### config.mk
export PLATFORM = sky130hd
export DESIGN_NAME = ntt_layer_scheduler
export DESIGN_NICKNAME = d
export VERILOG_FILES = /design/src/rtl/ntt_pkg.sv /design/src/rtl/ntt_addr_delay.sv /design/src/rtl/ntt_layer_scheduler.sv
export SDC_FILE = /design/constraint.sdc
export NUM_CORES = 1
export LEC_CHECK = 0
export CAP_MARGIN = 10
export CORE_MARGIN = 2
export CORE_UTILIZATION = 44
export DETAILED_ROUTE_END_ITERATION = 16
export DONT_BUFFER_PORTS = 1
export SYNTH_ARGS = -nofsm -noshare
export SYNTH_HDL_FRONTEND = slang
export SYNTH_SLANG_ARGS = --single-unit
### constraint.sdc
create_clock -name clk -period 8.4 [get_ports clk]
set_input_delay 0.84 -clock clk [delete_from_list [all_inputs] [get_ports clk]]
set_output_delay 0.84 -clock clk [all_outputs]
set_load 0.02 [all_outputs]
### src/rtl/ntt_pkg.sv
// Shared constants, FSM encoding and address helpers for the forward Kyber NTT sequencer.
package ntt_pkg;

  localparam int Q          = 3329;
  localparam int NTT_LOGN   = 8;
  localparam int NLAYERS    = NTT_LOGN - 1;
  localparam int NTT_RD_LAT = 1;
  localparam int NTT_BF_LAT = 3;

  typedef enum logic [1:0] {
    ST_IDLE,
    ST_READ,
    ST_DRAIN,
    ST_DONE
  } state_e;

  // Butterfly b of layer l touches addr_a and addr_a + 2**(logn-1-l).
  function automatic int bf_addr_a(input int logn, input int l, input int b);
    int sh;
    sh = logn - 1 - l;
    return ((b >> sh) << (sh + 1)) | (b & ((1 << sh) - 1));
  endfunction

  function automatic int bf_zeta(input int logn, input int l, input int b);
    return (1 << l) + (b >> (logn - 1 - l));
  endfunction

endpackage

### src/rtl/ntt_addr_delay.sv
// Resettable shift register; carries write-back tags alongside the RAM and butterfly pipelines.
module ntt_addr_delay #(
  parameter int DEPTH = 4,
  parameter int WIDTH = 17
) (
  input  logic             clk,
  input  logic             srst,
  input  logic [WIDTH-1:0] din,
  output logic [WIDTH-1:0] dout
);

  for (genvar gi = 0; gi < DEPTH; gi++) begin : g_stage
    logic [WIDTH-1:0] q_reg;
    logic [WIDTH-1:0] d;

    if (gi == 0) begin : g_in
      assign d = din;
    end else begin : g_link
      assign d = g_stage[gi-1].q_reg;
    end

    always_ff @(posedge clk) begin
      if (srst) begin
        q_reg <= '0;
      end else begin
        q_reg <= d;
      end
    end
  end

  assign dout = g_stage[DEPTH-1].q_reg;

endmodule

### src/rtl/ntt_layer_scheduler.sv
// Address/control sequencer for one forward Kyber NTT: one butterfly per cycle, pipeline
// drained between layers so no coefficient is read before its previous-layer write-back.
module ntt_layer_scheduler
  import ntt_pkg::*;
#(
  parameter int LOGN   = NTT_LOGN,
  parameter int RD_LAT = NTT_RD_LAT,
  parameter int BF_LAT = NTT_BF_LAT
) (
  input  logic            clk,
  input  logic            r,
  input  logic            start,
  output logic            busy,
  output logic            done,
  output logic            rd_en,
  output logic [LOGN-1:0] rd_addr_a,
  output logic [LOGN-1:0] rd_addr_b,
  output logic            bf_valid,
  output logic [LOGN-2:0] zeta_idx,
  output logic            wr_en,
  output logic [LOGN-1:0] wr_addr_a,
  output logic [LOGN-1:0] wr_addr_b
);

  localparam int NL        = LOGN - 1;
  localparam int NB        = 2 ** (LOGN - 1);
  localparam int DRAIN_LEN = RD_LAT + BF_LAT;
  localparam int LW        = $clog2(NL + 1);
  localparam int BW        = LOGN - 1;
  localparam int DW        = $clog2(DRAIN_LEN + 1);
  localparam int TAG_W     = 1 + 2 * LOGN;
  localparam int ZT_W      = LOGN;

  state_e          state_reg, state_next;
  logic [LW-1:0]   l_reg, l_next;
  logic [BW-1:0]   b_reg, b_next;
  logic [DW-1:0]   drain_reg, drain_next;
  logic            issue_next, flush_next;
  int              a_int, len_int, z_int;
  logic [LOGN-1:0] addr_a_next, addr_b_next;
  logic [LOGN-2:0] zeta_next;

  logic            rd_en_reg, busy_reg, done_reg, flush_reg;
  logic [LOGN-1:0] rd_addr_a_reg, rd_addr_b_reg;
  logic [LOGN-2:0] zeta_rd_reg;
  logic [TAG_W-1:0] tag_out;
  logic [ZT_W-1:0]  zeta_out;

  always_comb begin
    state_next = state_reg;
    l_next     = l_reg;
    b_next     = b_reg;
    drain_next = drain_reg;
    case (state_reg)
      ST_IDLE: begin
        if (start) begin
          state_next = ST_READ;
          l_next     = '0;
          b_next     = '0;
        end
      end
      ST_READ: begin
        if (b_reg == BW'(NB - 1)) begin
          state_next = ST_DRAIN;
          drain_next = '0;
        end else begin
          b_next = b_reg + 1'b1;
        end
      end
      ST_DRAIN: begin
        if (drain_reg == DW'(DRAIN_LEN - 1)) begin
          if (l_reg == LW'(NL - 1)) begin
            state_next = ST_DONE;
          end else begin
            state_next = ST_READ;
            l_next     = l_reg + 1'b1;
            b_next     = '0;
          end
        end else begin
          drain_next = drain_reg + 1'b1;
        end
      end
      ST_DONE: state_next = ST_IDLE;
      default: state_next = ST_IDLE;
    endcase
  end

  // The butterfly only advances on valid_in, so keep it clocked after the last real beat.
  always_comb begin
    issue_next = (state_next == ST_READ);
    flush_next = (state_next == ST_DRAIN) &&
                 (drain_next >= DW'(RD_LAT)) &&
                 (drain_next <= DW'(RD_LAT + BF_LAT - 2));
    len_int     = 1 << (LOGN - 1 - int'(l_next));
    a_int       = bf_addr_a(LOGN, int'(l_next), int'(b_next));
    z_int       = bf_zeta(LOGN, int'(l_next), int'(b_next));
    addr_a_next = LOGN'(a_int);
    addr_b_next = LOGN'(a_int + len_int);
    zeta_next   = BW'(z_int);
  end

  always_ff @(posedge clk) begin
    if (r) begin
      state_reg     <= ST_IDLE;
      l_reg         <= '0;
      b_reg         <= '0;
      drain_reg     <= '0;
      rd_en_reg     <= 1'b0;
      rd_addr_a_reg <= '0;
      rd_addr_b_reg <= '0;
      zeta_rd_reg   <= '0;
      busy_reg      <= 1'b0;
      done_reg      <= 1'b0;
      flush_reg     <= 1'b0;
    end else begin
      state_reg     <= state_next;
      l_reg         <= l_next;
      b_reg         <= b_next;
      drain_reg     <= drain_next;
      rd_en_reg     <= issue_next;
      rd_addr_a_reg <= issue_next ? addr_a_next : '0;
      rd_addr_b_reg <= issue_next ? addr_b_next : '0;
      zeta_rd_reg   <= issue_next ? zeta_next : '0;
      busy_reg      <= (state_next == ST_READ) || (state_next == ST_DRAIN);
      done_reg      <= (state_next == ST_DONE);
      flush_reg     <= flush_next;
    end
  end

  ntt_addr_delay #(
    .DEPTH(DRAIN_LEN),
    .WIDTH(TAG_W)
  ) u_tag_delay (
    .clk (clk),
    .srst(r),
    .din ({rd_en_reg, rd_addr_a_reg, rd_addr_b_reg}),
    .dout(tag_out)
  );

  ntt_addr_delay #(
    .DEPTH(RD_LAT),
    .WIDTH(ZT_W)
  ) u_zeta_delay (
    .clk (clk),
    .srst(r),
    .din ({rd_en_reg, zeta_rd_reg}),
    .dout(zeta_out)
  );

  assign busy      = busy_reg;
  assign done      = done_reg;
  assign rd_en     = rd_en_reg;
  assign rd_addr_a = rd_addr_a_reg;
  assign rd_addr_b = rd_addr_b_reg;
  assign bf_valid  = zeta_out[ZT_W-1] | flush_reg;
  assign zeta_idx  = zeta_out[LOGN-2:0];
  assign wr_en     = tag_out[TAG_W-1];
  assign wr_addr_a = tag_out[2*LOGN-1:LOGN];
  assign wr_addr_b = tag_out[LOGN-1:0];

endmodule
After elaboration in Yosys (flattened, before gate mapping)

Cells that the tools add are included.

Register bits after elaboration: 118
Input port bits: 3
Output and inout port bits: 44
Logic and storage cells: 65

$add $sub $neg: 8
Order comparisons: 2
Equal/unequal tests: 9
Shift operators: 4
Multiplexer cells: 17
Bitwise gates (word level): 4
Reductions and logical operators: 5

Operator list:

| operator                                                            | count |
|---|---|
| 32-bit by 2-bit adder with 32-bit output (second input constant)    | 1 |
| 1-bit by 32-bit << shifter with 8-bit output (first input constant) | 1 |
| 32-bit by 32-bit << shifter with 8-bit output                       | 1 |
| 7-bit by 32-bit >> shifter with 32-bit output                       | 1 |
| 7-bit two-way mux                                                   | 4 |
| 7-bit case mux with 3 select lines                                  | 1 |
| 3-bit two-way mux                                                   | 5 |
| 3-bit case mux with 2 select lines                                  | 2 |
| 8-bit adder                                                         | 1 |
| 8-bit AND                                                           | 1 |
| 2-bit == test (second input constant)                               | 4 |
| 2-bit two-way mux                                                   | 4 |
| 8-bit bitwise OR                                                    | 1 |
| 2-bit case mux with 4 select lines                                  | 1 |
| 8-bit by 2-bit subtractor with 8-bit output (second input constant) | 1 |
| 7-bit by 1-bit adder with 7-bit output (second input constant)      | 1 |
| 7-bit adder                                                         | 1 |
| 7-bit == test (second input constant)                               | 1 |
| 1-bit by 3-bit << shifter with 7-bit output (first input constant)  | 1 |
| 3-bit by 1-bit adder with 3-bit output (second input constant)      | 2 |
| 2-bit by 1-bit == test with 1-bit output (second input constant)    | 2 |
| 3-bit by 3-bit subtractor with 4-bit output (first input constant)  | 1 |
| 3-bit by 2-bit == test with 1-bit output (second input constant)    | 1 |
| 3-bit == test (second input constant)                               | 1 |
| 8 further kinds                                                     | 9 |

Depth between registers and ports, before layout

Word-level depth: 10
Depth in mapped cells: 23
Depth with buffers taken out: 21

By module

Synthesis repeated with hierarchy kept, for this count alone.

Cells, all modules: 544
Area, all modules: 5252.5 µm²

Modules (own cells, without submodules):

| module                        | times used | cells each | area an instance (µm²) | sequential area each (µm²) |
|---|---|---|---|---|
| ntt_layer_scheduler           | 1          | 385        | 3205.6                 | 840.8 |
| ntt_addr_delay (u_tag_delay)  | 1          | 143        | 1836.8                 | 1361.3 |
| ntt_addr_delay (u_zeta_delay) | 1          | 16         | 210.2                  | 160.2 |

Worst setup path after synthesis

OpenSTA, ideal clock, no wires.

Kind: input to register
Start: input start
End: register rd_addr_b_reg[7], in the netlist rd_addr_b[7]
Setup time: 0.121 ns
Data arrival time: 4.275 ns
Required time: 8.279 ns
Setup slack: 4.004 ns
Stages: 20
Path buffers: 2
Cells stage by stage: mux2i_1 nand2_1 nand3_1 buf_2 buf_1 ha_1 nand2_1 ha_1 nor2b_1 xnor2_1 nor2_1 a31o_2 a32oi_1 o21ai_0 ha_1 o21ai_0 a21oi_1 or2_2 and3_1 mux2_4

RTL lines:

| item                   | RTL line                   | RTL |
|---|---|---|
| start: declaration     | ntt_layer_scheduler.sv:12  | `input logic start,` |
| end signal: assignment | ntt_layer_scheduler.sv:122 | `rd_addr_b_reg <= issue_next ? addr_b_next : '0;` |
| end: declaration       | ntt_layer_scheduler.sv:44  | `logic [LOGN-1:0] rd_addr_a_reg, rd_addr_b_reg;` |

==> run_results.csv <==
group,metric,value,unit
status,outcome,"completed",
timing,rsz0062_at_grt,"no",
detailed_routing,vias,3823,
setup_path,critical_path.startpoint,"drain_reg[0]$_SDFF_PP0_",
pwr,max-vdd-ir-drop,0.1314,mV
pwr,power_switching,297.1,uW
setup_path,crit_end,"rd_addr_b[7]$_SDFF_PP0_",
setup_path,crit_top_cell,"ha_1",
clocking,post-cts-setup-buffer-count,0,
synth,ys.flop_type,"dfxtp_1",
synth,postSynth.asyncResetShare,0,%
setup_path,r2r_end,"rd_addr_b[7]$_SDFF_PP0_",
global_route,grt_max_degree,95,
clocking,ctsRootBufferMaster,"clkbuf_16",
setup_path,worstPathMaxFanout,23,
floorplanning,core_region_area,11860,um^2
synth,synth_top_family_by_area,"simple AND/OR/NAND/NOR gates",
placement,place.gp.congestion,0.8902,
synth,synth-xor-area-share,2.317,%
detailed_routing,antenna_left,0,
synth,seq_area_frac_synth,44.27,%
clocking,numClockSinks,117,
cells_and_area,nNetsFinal,587,
synth,synth_compound_area_share,16.34,%
detailed_routing,postRouteWirelength,10880,um
timing,slew_headroom,57.16,%
timing,setup_tns,0,ns
detailed_routing,via_per_inst,5.369,
timing,finalCritPeriodShare,61.81,%
global_route,grt_use_total,17.74,%
setup_path,start_kind,"register",
clocking,htreeDepth,4,
synth,synth-edff-count,0,
setup_path,crit_slowest_cell,"ha_1",
cells_and_area,fin_util,50.70,%
clocking,clock_latency,0.41,ns
global_route,antenna_found_initial,0,
floorplanning,start_util,44.61,%
setup_path,cp-end-kind,"register",
cells_and_area,drive_gt1_share,13.10,%
cells_and_area,multiInputGateArea,2756,um^2
floorplanning,row_count,40,
synth,netlist_area,5291,um^2
worst_hold_path,min_path_type,"register to register",
clocking,holdBufCountCts,0,
pwr,p_leak,2.448,nW
setup_path,critical_path_depth,19,
synth,ys_warn_count,0,
global_route,grt_first_pass_wirelength,17950,um
synth,synthAdderAreaFrac,7.851,%
floorplanning,dieArea,12920,um^2
timing,maxSlewViolCount,0,
floorplanning,io-pin-count,47,
timing,fin_crit,5.192,ns
pwr,clkPwrFrac,55.9,%
cells_and_area,largest_register_ffs,51,
floorplanning,die_h,113.7,um
detailed_routing,dr.pass1.iters,5,
detailed_routing,drc,0,
pwr,seqPwrFrac,41.5,%
setup_path,timing.critical_path.buf_inv,2,
setup_path,regToRegSetupSlack,3.21,ns
setup_path,timing.reg2reg.worst_path_depth,19,
run,max_cap_viol_count,0,
timing,fmaxAchievable,192.6,MHz
detailed_routing,routedWlPerCell,15.28,um
clocking,cts-resized-gates,0,
clocking,cts_tree,"built",
timing,worstMarginPinSlew,0.6426,ns
placement,hpwl,7613,um
clocking,clk_path_buf_depth,2,
synth,synthMuxAreaShare,0.9931,%
setup_path,rr_startpoint,"drain_reg[0]$_SDFF_PP0_",
timing,skew,0.01300,ns
synth,avgSynthCellArea,9.500,um^2
setup_path,cp.required,8.68,ns
clocking,cts.clk_slew.worst_paths,0.06,ns
pwr,switching_share,21.58,%
cells_and_area,area_growth_syn_to_layout,13.64,%
setup_path,max_stage_delay,0.61,ns
clocking,cts_buffers,17,
synth,synth_cells,557,
placement,port_buffers,0,
setup_path,arrival,5.47,ns
detailed_routing,drt_iter0_drc,347,
pwr,power.internal,1.079,mW
pwr,combPwrFrac,2.6,%
synth,synth_nets,592,
timing,hold_viol_final,0,
cells_and_area,seqCellArea,2342,um^2
cells_and_area,fillers,1103,
pwr,power.density,228.9,nW/um^2
cells_and_area,diodes,0,
setup_path,cpLargestDelayFamily,"simple AND/OR/NAND/NOR gates",
synth,ys_seq_elements,117,
synth,synth-simple-area-share,24.59,%
global_route,grt_overflow,0,
floorplanning,die_x,113.7,um
synth,ys_types,75,
setup_path,crit_type,"register to register",
global_route,grt_pass1_vias,3632,
timing,setup_viol,0,
setup_path,path_cells,"ha_1, nor2b_1, nand4_1, nand3_1, buf_4, inv_2, ha_1, ha_1, nand2b_1, o32ai_2, ha_1, a21o_1, a21oi_1, nor2b_1, o21ai_0, a21oi_1, or2_2, and3_1, mux2_4",
[cells in the final DEF, fill, tap and decap left out, types with 8 or more instances in the layout]
cell type / Yosys / final
nor2_1: 46 / 46
dfxtp_1: 117 / 117
nor2b_1: 83 / 83
clkbuf_16: 0 / 17
a21oi_1: 27 / 27
ha_1: 30 / 30
xor2_1: 8 / 8
nand2_1: 32 / 32
and2_1: 14 / 14
nand3_1: 14 / 14
inv_1: 19 / 19
nor3_1: 10 / 10
a21o_1: 9 / 9
o21ai_0: 15 / 15
[power groups by stage]
stage / logic (mW) / clock network [mW] / registers, mW
2_1_floorplan: 0.0331 / 0 / 0.581
3_3_place_gp: 0.0351 / 0 / 0.583
3_5_place_dp: 0.0356 / 0 / 0.583
4_1_cts: 0.0360 / 0.787 / 0.571
5_1_grt: 0.0405 / 0.821 / 0.571
6_report: 0.0358 / 0.770 / 0.571
[how the worst min path moves through the flow]
stage,slack [ns],from,to,cells past startpoint
after floorplan,0.41,u_tag_delay.g_stage[2].q_reg[0]$_SDFF_PP0_,u_tag_delay.dout[0]$_SDFF_PP0_,1
after CTS,0.43,u_tag_delay.g_stage[0].q_reg[1]$_SDFF_PP0_,u_tag_delay.g_stage[1].q_reg[1]$_SDFF_PP0_,1
after detailed placement,0.42,u_tag_delay.g_stage[1].q_reg[4]$_SDFF_PP0_,u_tag_delay.g_stage[2].q_reg[4]$_SDFF_PP0_,1
after global routing,0.43,u_tag_delay.g_stage[0].q_reg[1]$_SDFF_PP0_,u_tag_delay.g_stage[1].q_reg[1]$_SDFF_PP0_,1
after global placement,0.42,u_tag_delay.g_stage[0].q_reg[1]$_SDFF_PP0_,u_tag_delay.g_stage[1].q_reg[1]$_SDFF_PP0_,1
final,0.42,u_tag_delay.g_stage[0].q_reg[1]$_SDFF_PP0_,u_tag_delay.g_stage[1].q_reg[1]$_SDFF_PP0_,1
[cells in the mapped netlist (4+ instances only)]
library cell / number / share of area (%)
dfxtp_1: 117 / 44
nor2b_1: 83 / 9.8
nor2_1: 46 / 3.3
nand2_1: 32 / 2.3
ha_1: 30 / 7.1
a21oi_1: 27 / 2.6
inv_1: 19 / 1.3
clkbuf_1: 15 / 1.1
o21ai_0: 15 / 1.4
and2_1: 14 / 1.7
nand3_1: 14 / 1.3
nor3_1: 10 / 0.95
a21o_1: 9 / 1.3
xor2_1: 8 / 1.3
buf_2: 7 / 0.66
nand2b_1: 6 / 0.71
xnor2_1: 6 / 0.99
o31ai_1: 5 / 0.71
a22oi_1: 4 / 0.57
and3_1: 4 / 0.47
o22ai_1: 4 / 0.47
or2_2: 4 / 0.47
[logic make-up (layout without fill, tap and decap cells)]
family,count (synthesis),count (layout)
flip-flops,117,117
adder cells (fa/ha/maj),32,32
AO/OA/AOI/OAI,108,108
XOR/XNOR,14,14
multiplexers,4,4
buffers and inverters,47,55
AND/OR/NAND/NOR,235,235
[worst reg2reg max path: cells and delay by family, from the launching register on]
kind	cells	cell delay, ns
buffers and inverters	2	0.45
multiplexers	1	0.26
AND/OR/NAND/NOR	7	1.57
adder cells (fa/ha/maj)	4	1.42
flip-flops	1	0.37
AO/OA/AOI/OAI	5	1.01
[routing by layer]
layer / part of all wire [%] / GRT usage (%) / wire (um) / vias to the layer above
met2: 47 / 27.98 / 5070 / 103
met1: 45 / 22.63 / 4927 / 1788
li1: - / - / - / 1911
met3: 5.5 / 5.154 / 593 / 21
met4: 2.6 / 7.886 / 288 / 0
met5: 0 / 0 / 0 / -
[cell type report]
cell class / count / area share (%)
Multi-Input combinational cell: 393 / 45.84
Sequential cell: 117 / 38.95
Clock buffer: 17 / 7.074
Clock inverter: 15 / 3.579
Tap cell: 147 / 3.059
Inverter: 22 / 1.373
Timing Repair Buffer: 1 / 0.1248
[stage by stage]
stage | instances | area [um^2] | total power [mW] | hold slack, ns | setup WS [ns]
after global routing | 712 | 6013 | 1.433 | 0.4333 | 2.833
after global placement | 680 | 5373 | 0.6181 | 0.4165 | 3.402
after CTS | 712 | 6013 | 1.394 | 0.4269 | 3.230
after floorplan | 557 | 5291 | 0.6142 | 0.4138 | 4.004
after detailed placement | 680 | 5373 | 0.6187 | 0.4204 | 3.263
final | 712 | 6013 | 1.376 | 0.4233 | 3.208
(Power assumes the default switching activity.)
